$ cat config.mk
export PLATFORM = sky130hd
export DESIGN_NAME = calc_input_conditioner
export DESIGN_NICKNAME = d
export VERILOG_FILES = /design/src/rtl/calc_input_conditioner.sv
export SDC_FILE = /design/constraint.sdc
export NUM_CORES = 1
export LEC_CHECK = 0
export ABC_AREA = 1
export BUFFER_PORTS_ARGS = -buffer_cell sky130_fd_sc_hd__buf_2
export CAP_MARGIN = 10
export CORE_MARGIN = 3
export CORE_UTILIZATION = 35
export CTS_CLUSTER_DIAMETER = 30
export DETAILED_ROUTE_END_ITERATION = 7
export PLACE_DENSITY_LB_ADDON = 0.05
export SLEW_MARGIN = 30
export SYNTH_ARGS = -nofsm -noshare
export SYNTH_HDL_FRONTEND = slang
export SYNTH_SLANG_ARGS = --single-unit
$ cat constraint.sdc
create_clock -name clk_100M -period 1.5 [get_ports clk_100M]
set_input_delay 0.225 -clock clk_100M [delete_from_list [all_inputs] [get_ports clk_100M]]
set_output_delay 0.225 -clock clk_100M [all_outputs]
set_load 0.1 [all_outputs]
$ cat src/rtl/calc_input_conditioner.sv
// calc_input_conditioner: synchronize and debounce the equal button, capture the operand on each accepted press
module calc_input_conditioner #(
    parameter int DEBOUNCE_CYCLES = 1000000
) (
    input  logic       clk_100M,
    input  logic       reset,
    input  logic       equal_btn,
    input  logic [3:0] num_sw,
    output logic       equal_pulse,
    output logic [3:0] num_out,
    output logic [7:0] press_count,
    output logic       busy
);
    localparam int CW = $clog2(DEBOUNCE_CYCLES);
    localparam logic [CW-1:0] LAST = CW'(DEBOUNCE_CYCLES - 1);

    typedef enum logic [1:0] {IDLE, DB_PRESS, HELD, DB_RELEASE} state_t;

    state_t        state, state_n;
    logic [CW-1:0] cnt, cnt_n;
    logic          accept;
    logic          btn_m, btn_s;
    logic [3:0]    num_m, num_s;

    // two-flop synchronizers for the raw button and switches
    always_ff @(posedge clk_100M or posedge reset)
        if (reset) begin
            btn_m <= 1'b0;
            btn_s <= 1'b0;
            num_m <= 4'b0;
            num_s <= 4'b0;
        end else begin
            btn_m <= equal_btn;
            btn_s <= btn_m;
            num_m <= num_sw;
            num_s <= num_m;
        end

    // debounce FSM: a level must persist DEBOUNCE_CYCLES samples before it is accepted
    always_comb begin
        state_n = state;
        cnt_n   = cnt;
        accept  = 1'b0;
        case (state)
            IDLE: if (btn_s) begin
                state_n = DB_PRESS;
                cnt_n   = '0;
            end
            DB_PRESS: if (!btn_s) begin
                state_n = IDLE;
                cnt_n   = '0;
            end else if (cnt == LAST) begin
                state_n = HELD;
                cnt_n   = '0;
                accept  = 1'b1;
            end else cnt_n = cnt + CW'(1);
            HELD: if (!btn_s) begin
                state_n = DB_RELEASE;
                cnt_n   = '0;
            end
            DB_RELEASE: if (btn_s) begin
                state_n = HELD;
                cnt_n   = '0;
            end else if (cnt == LAST) begin
                state_n = IDLE;
                cnt_n   = '0;
            end else cnt_n = cnt + CW'(1);
            default: begin
                state_n = IDLE;
                cnt_n   = '0;
            end
        endcase
    end

    // state register plus registered strobe, operand capture, press counter and busy decode
    always_ff @(posedge clk_100M or posedge reset)
        if (reset) begin
            state       <= IDLE;
            cnt         <= '0;
            equal_pulse <= 1'b0;
            num_out     <= 4'b0;
            press_count <= 8'd0;
            busy        <= 1'b0;
        end else begin
            state       <= state_n;
            cnt         <= cnt_n;
            equal_pulse <= accept;
            busy        <= state_n != IDLE;
            if (accept) begin
                num_out     <= num_s;
                press_count <= press_count + 8'd1;
            end
        end
endmodule
Word level (Yosys, flattened, before mapping). Cells that the tools add are included.

$add $sub $neg: 2. Multiplexer cells: 16. Equal/unequal tests: 6. Reduce and logical (&&, ||, !) cells: 3.

Operator list (count): $mux 20 (5); $pmux 20 s4 (1); $add 20x1->20 const B (1); $eq 20x20->1 const B (1); $mux 2 (6); $add 8x1->8 const B (1); $pmux 2 s4 (1); $eq 2x2->1 const B (2); $ne 2x2->1 const B (2); $mux 1 (3); $eq 2x1->1 const B (1); $logic_not 2->1 (1); $reduce_and 2->1 (1); $reduce_bool 2->1 (1).

Bits of input ports: 7. Output and inout bits: 14. Word-level logic and storage cells: 37. Register bits: 46.

Longest topological paths before layout.
Depth in word-level cells: 5. Gate-level depth with buffers: 10. Gate-level depth less buffers: 9.

Worst setup path after synthesis. Ideal clock, no wire load.

Kind: reg2reg. Start: register press_count[0]. End: register press_count[6]. Stages on the path, launching flop included: 7. Buffers on the path: 0. Slack: -0.402 ns. Clock period less this slack: 1.902 ns. Data required time: 1.432 ns. Data arrival time: 1.834 ns. Library setup time: 0.068 ns. Cell sequence: dfrtp_1 ha_1 nand3_1 nor2_1 xor2_1 nand3_1 nand2_1.

Cells in the longest elaborated chain, start to end: 1.

Ends and longest elaborated chain: start, declared (RTL line 11) `output logic [7:0] press_count,`; start signal, assigned (RTL line 91) `press_count <= press_count + 8'd1;`; $add 8x1->8 (RTL line 91).

No other way between the ends. A chain may end at the register's enable or synchronous reset.

Worst setup path in the final report.
Start: register cnt[0]. End: register cnt[1].

Cells in the longest elaborated chain, start to end: 4. Elaborated cells on any way between the ends: 6. Those cells by class: add/sub: 1; eq/ne: 1; mux: 4.

Ends and longest elaborated chain: start, declared (RTL line 20) `logic [CW-1:0] cnt, cnt_n;`; start signal, assigned (RTL line 86) `cnt <= cnt_n;`; $add 20x1->20 or $eq 20x20->1 (tied branches); $mux 20 (*) (RTL line 52, 64); $mux 20 (on tied branches) (RTL line 61, 49); $pmux 20 s4 (*) (RTL line 44) `case (state)`.

Mark *: on every way between the ends. The rest lies on a longest branch, timed or not.

==> impl_metrics.json <==
{
  "min_from": "num_sw[1]",
  "net-switching-power_uw": 561,
  "dieArea_sq_um": 7850,
  "yosys.area.top_type_share": 0.482,
  "finalWirelength_microns": 5630,
  "synth_top_cell_by_area": "dfrtp_1",
  "tritoncts": "done",
  "p_leak_uw": 0.00142,
  "routed_wire_length_per_instance_microns": 12.9,
  "ys_seq_elements": 46,
  "clk_root_buffer_cell": "clkbuf_8",
  "gp_routability_congestion": 0.818,
  "number_of_port_buffers": 20,
  "post-route-drc-count": 0,
  "fin_hold_ws_ns": 0.0234,
  "instances_no_fill": 438,
  "instance_area_at_placement_sq_um": 2740,
  "first_pass_iters": 4,
  "outcome": "finished with violations",
  "synth_enable_flop_cells": 0,
  "post_synth_most_frequent_cells": "nand2_1, dfrtp_1, nor2_1",
  "setup_slack_ns": -0.0359,
  "final_period_minus_worst_setup_slack_ns": 1.54,
  "utilization": 0.479,
  "synth.net_count": 316,
  "required_ns": 1.69,
  "violations": "setup timing",
  "synthesis.area_sq_um": 2390,
  "sw_frac_of_total": 0.255,
  "critical_path_peak_fanout": 6,
  "grt_antenna_before_repair": 0,
  "worstMarginPinSlew_ns": 0.487,
  "timing.critical_path.to_type": "register",
  "drtIter0Drc": 69,
  "die_height_microns": 88.6,
  "globalRoute.totalOverflow": 0,
  "detailroute.via_count": 2046,
  "start_kind": "register",
  "per_instance_average_area_after_synthesis_sq_um": 7.78,
  "numClockSinks": 46,
  "synthMostInstantiatedCell": "nand2_1",
  "timing.slew.headroom": 0.677,
  "effective_utilization_at_floorplan": 0.368,
  "grt_start_max_net_pins": 30,
  "sequential_share_of_power": 0.580,
  "leading_register_cell_type_out_of_synthesis": "dfrtp_1",
  "worstSetupPathType": "reg2reg",
  "r2r-start": "cnt[0]",
  "power_density_nw_per_um2": 708,
  "class_of_the_worst_hold_path": "in2reg",
  "max_cap_viol_count": 0,
  "antenna_cells_inserted": 0,
  "clock-skew-final_ns": 0.00295,
  "placeableCoreArea_sq_um": 6490,
  "layout-drive-gt1-share": 0.360,
  "wire_length_of_the_first_global_routing_pass_microns": 9400,
  "crit_path_start": "cnt[0]",
  "vias_per_cell": 4.67,
  "drtAntennaViolNets": 0,
  "timing_max_transition_violations_final": 0,
  "insertion_delay_ns": 0.30,
  "final-setup-viol-count": 14,
  "cts_htree_levels": 2,
  "async_reset_ff_frac": 1.00,
  "synth-warning-count": 0,
  "yosysSeqAreaShare": 0.482,
  "ir_drop_uv": 406,
  "unrepaired_setup_endpoints_after_global_routing": "yes",
  "synth_top_cells_by_area": "dfrtp_1, nand2_1, nor2_1",
  "hpwl_microns": 3990,
  "die_w_microns": 88.6,
  "area_growth_pct": 30.2,
  "design.portCount": 21,
  "grtUsageTotal": 0.157,
  "cts.reportedPaths.clkPinSlew_ns": 0.09,
  "synth.distinct_cells": 26,
  "pwr-share-comb": 0.061,
  "cts-root-to-sink-buffers": 2,
  "post-route-cell-area_sq_um": 3110,
  "clkPwrFrac": 0.359,
  "finalHoldViolCount": 0,
  "placement_rows": 29,
  "fmax_ghz": 0.651,
  "syn_inst": 307,
  "critPathArrivalTime_ns": 1.73,
  "nNetsFinal": 369,
  "cts_made_buffers": 5,
  "power.internal_uw": 1640,
  "timing.final.crit_share": 1.02,
  "grt_pass1_vias": 1906,
  "placed_cells": 422
}
-- flip-flops by register name, indices dropped and copies added, names as in the netlist --
register,cells
press_count,8
num_m,4
num_out,4
btn_s,1
busy,1
state,2
num_s,4
cnt,20
equal_pulse,1
btn_m,1
-- critical path: stages (launching register included) --
cell,delay [ns]
dfrtp_2,0.43
ha_4,0.19
nand3_2,0.10
nor2_4,0.20
nand3_2,0.11
nand2_2,0.10
inv_4,0.06
buf_6,0.14
nand2_2,0.05
o21ai_1,0.06
-- kinds of logic after synthesis --
| family | Yosys count | share of synthesized area |
|---|---|---|
| AND/OR/NAND/NOR | 200 | 0.368 |
| AO/OA/AOI/OAI | 9 | 0.0204 |
| flip-flops | 46 | 0.482 |
| adder cells (fa/ha/maj) | 2 | 0.0105 |
| buffers and inverters | 36 | 0.0681 |
| XOR/XNOR | 14 | 0.0513 |
-- per-layer routing --
metal / GRT usage / part of all wire / vias up
met1: 0.241 / 0.52 / 956
met3: 0.0279 / 0.040 / 4
met5: 0 / 0 / -
met2: 0.226 / 0.44 / 32
met4: 0.0412 / 0.0082 / 0
li1: - / - / 1054
-- cell type report --
cell class,count,area (sq um)
Timing Repair Buffer,50,365
Inverter,31,121
Multi-Input combinational cell,226,1260
Clock inverter,3,25.0
Sequential cell,46,1170
Clock buffer,5,68.8
Tap cell,77,96.3
Fill cell,663,3390
-- metrics by stage --
stage	worst slack, ns	setup TNS [ns]	power [uW]
after floorplan	0.0147	0	1370
after global placement	-0.0670	-1.06	1410
after detailed placement	-0.0892	-1.72	1410
after CTS	-0.0446	-0.542	2250
after global routing	-0.120	-2.72	2310
final	-0.0359	-0.198	2200
-- path summary, 6_finish.rpt --
check | to | slack (ns) | cells past startpoint
hold / removal | num_m[1] | 0.02 | 1
min in group asynchronous | cnt[10] | 0.45 | 3
hold reg to reg | num_s[1] | 0.35 | 0
setup / recovery | cnt[1] | -0.04 | 9
max in group asynchronous | press_count[2] | 0.55 | 4
setup reg to reg | cnt[1] | -0.04 | 9
-- cell usage in the layout (no fill, tap or decap), types with 2 or more instances in the layout --
cell and n:
buf_2 19, buf_4 22, buf_6 6, clkbuf_8 5, dfrtp_1 33, dfrtp_2 10
dfrtp_4 3, inv_1 22, inv_2 7, inv_4 2, nand2_1 90, nand2_2 18
nand3_1 18, nand3_2 8, nand3b_1 3, nand4_1 6, nor2_1 32, nor2_2 10
nor2_4 11, o21ai_0 4, o21ai_1 2, xnor2_1 3, xor2_1 11
-- repair_timing --
item	in CTS	in global routing
setup buffers	3	3
hold buffers	1	0
hold endpoints to repair	17	0
gates resized for setup	25	44
endpoints found under the setup margin	29	35
cloned	1	0
pin swaps	8	14
-- power by group through the flow --
stage | Sequential, uW | Combinational, uW | Clock [uW]
2_1_floorplan | 1300 | 67.8 | 0
3_3_place_gp | 1300 | 117 | 0
3_5_place_dp | 1300 | 116 | 0
4_1_cts | 1270 | 133 | 838
5_1_grt | 1280 | 149 | 886
6_report | 1280 | 135 | 790
(Power assumes the default switching activity.)
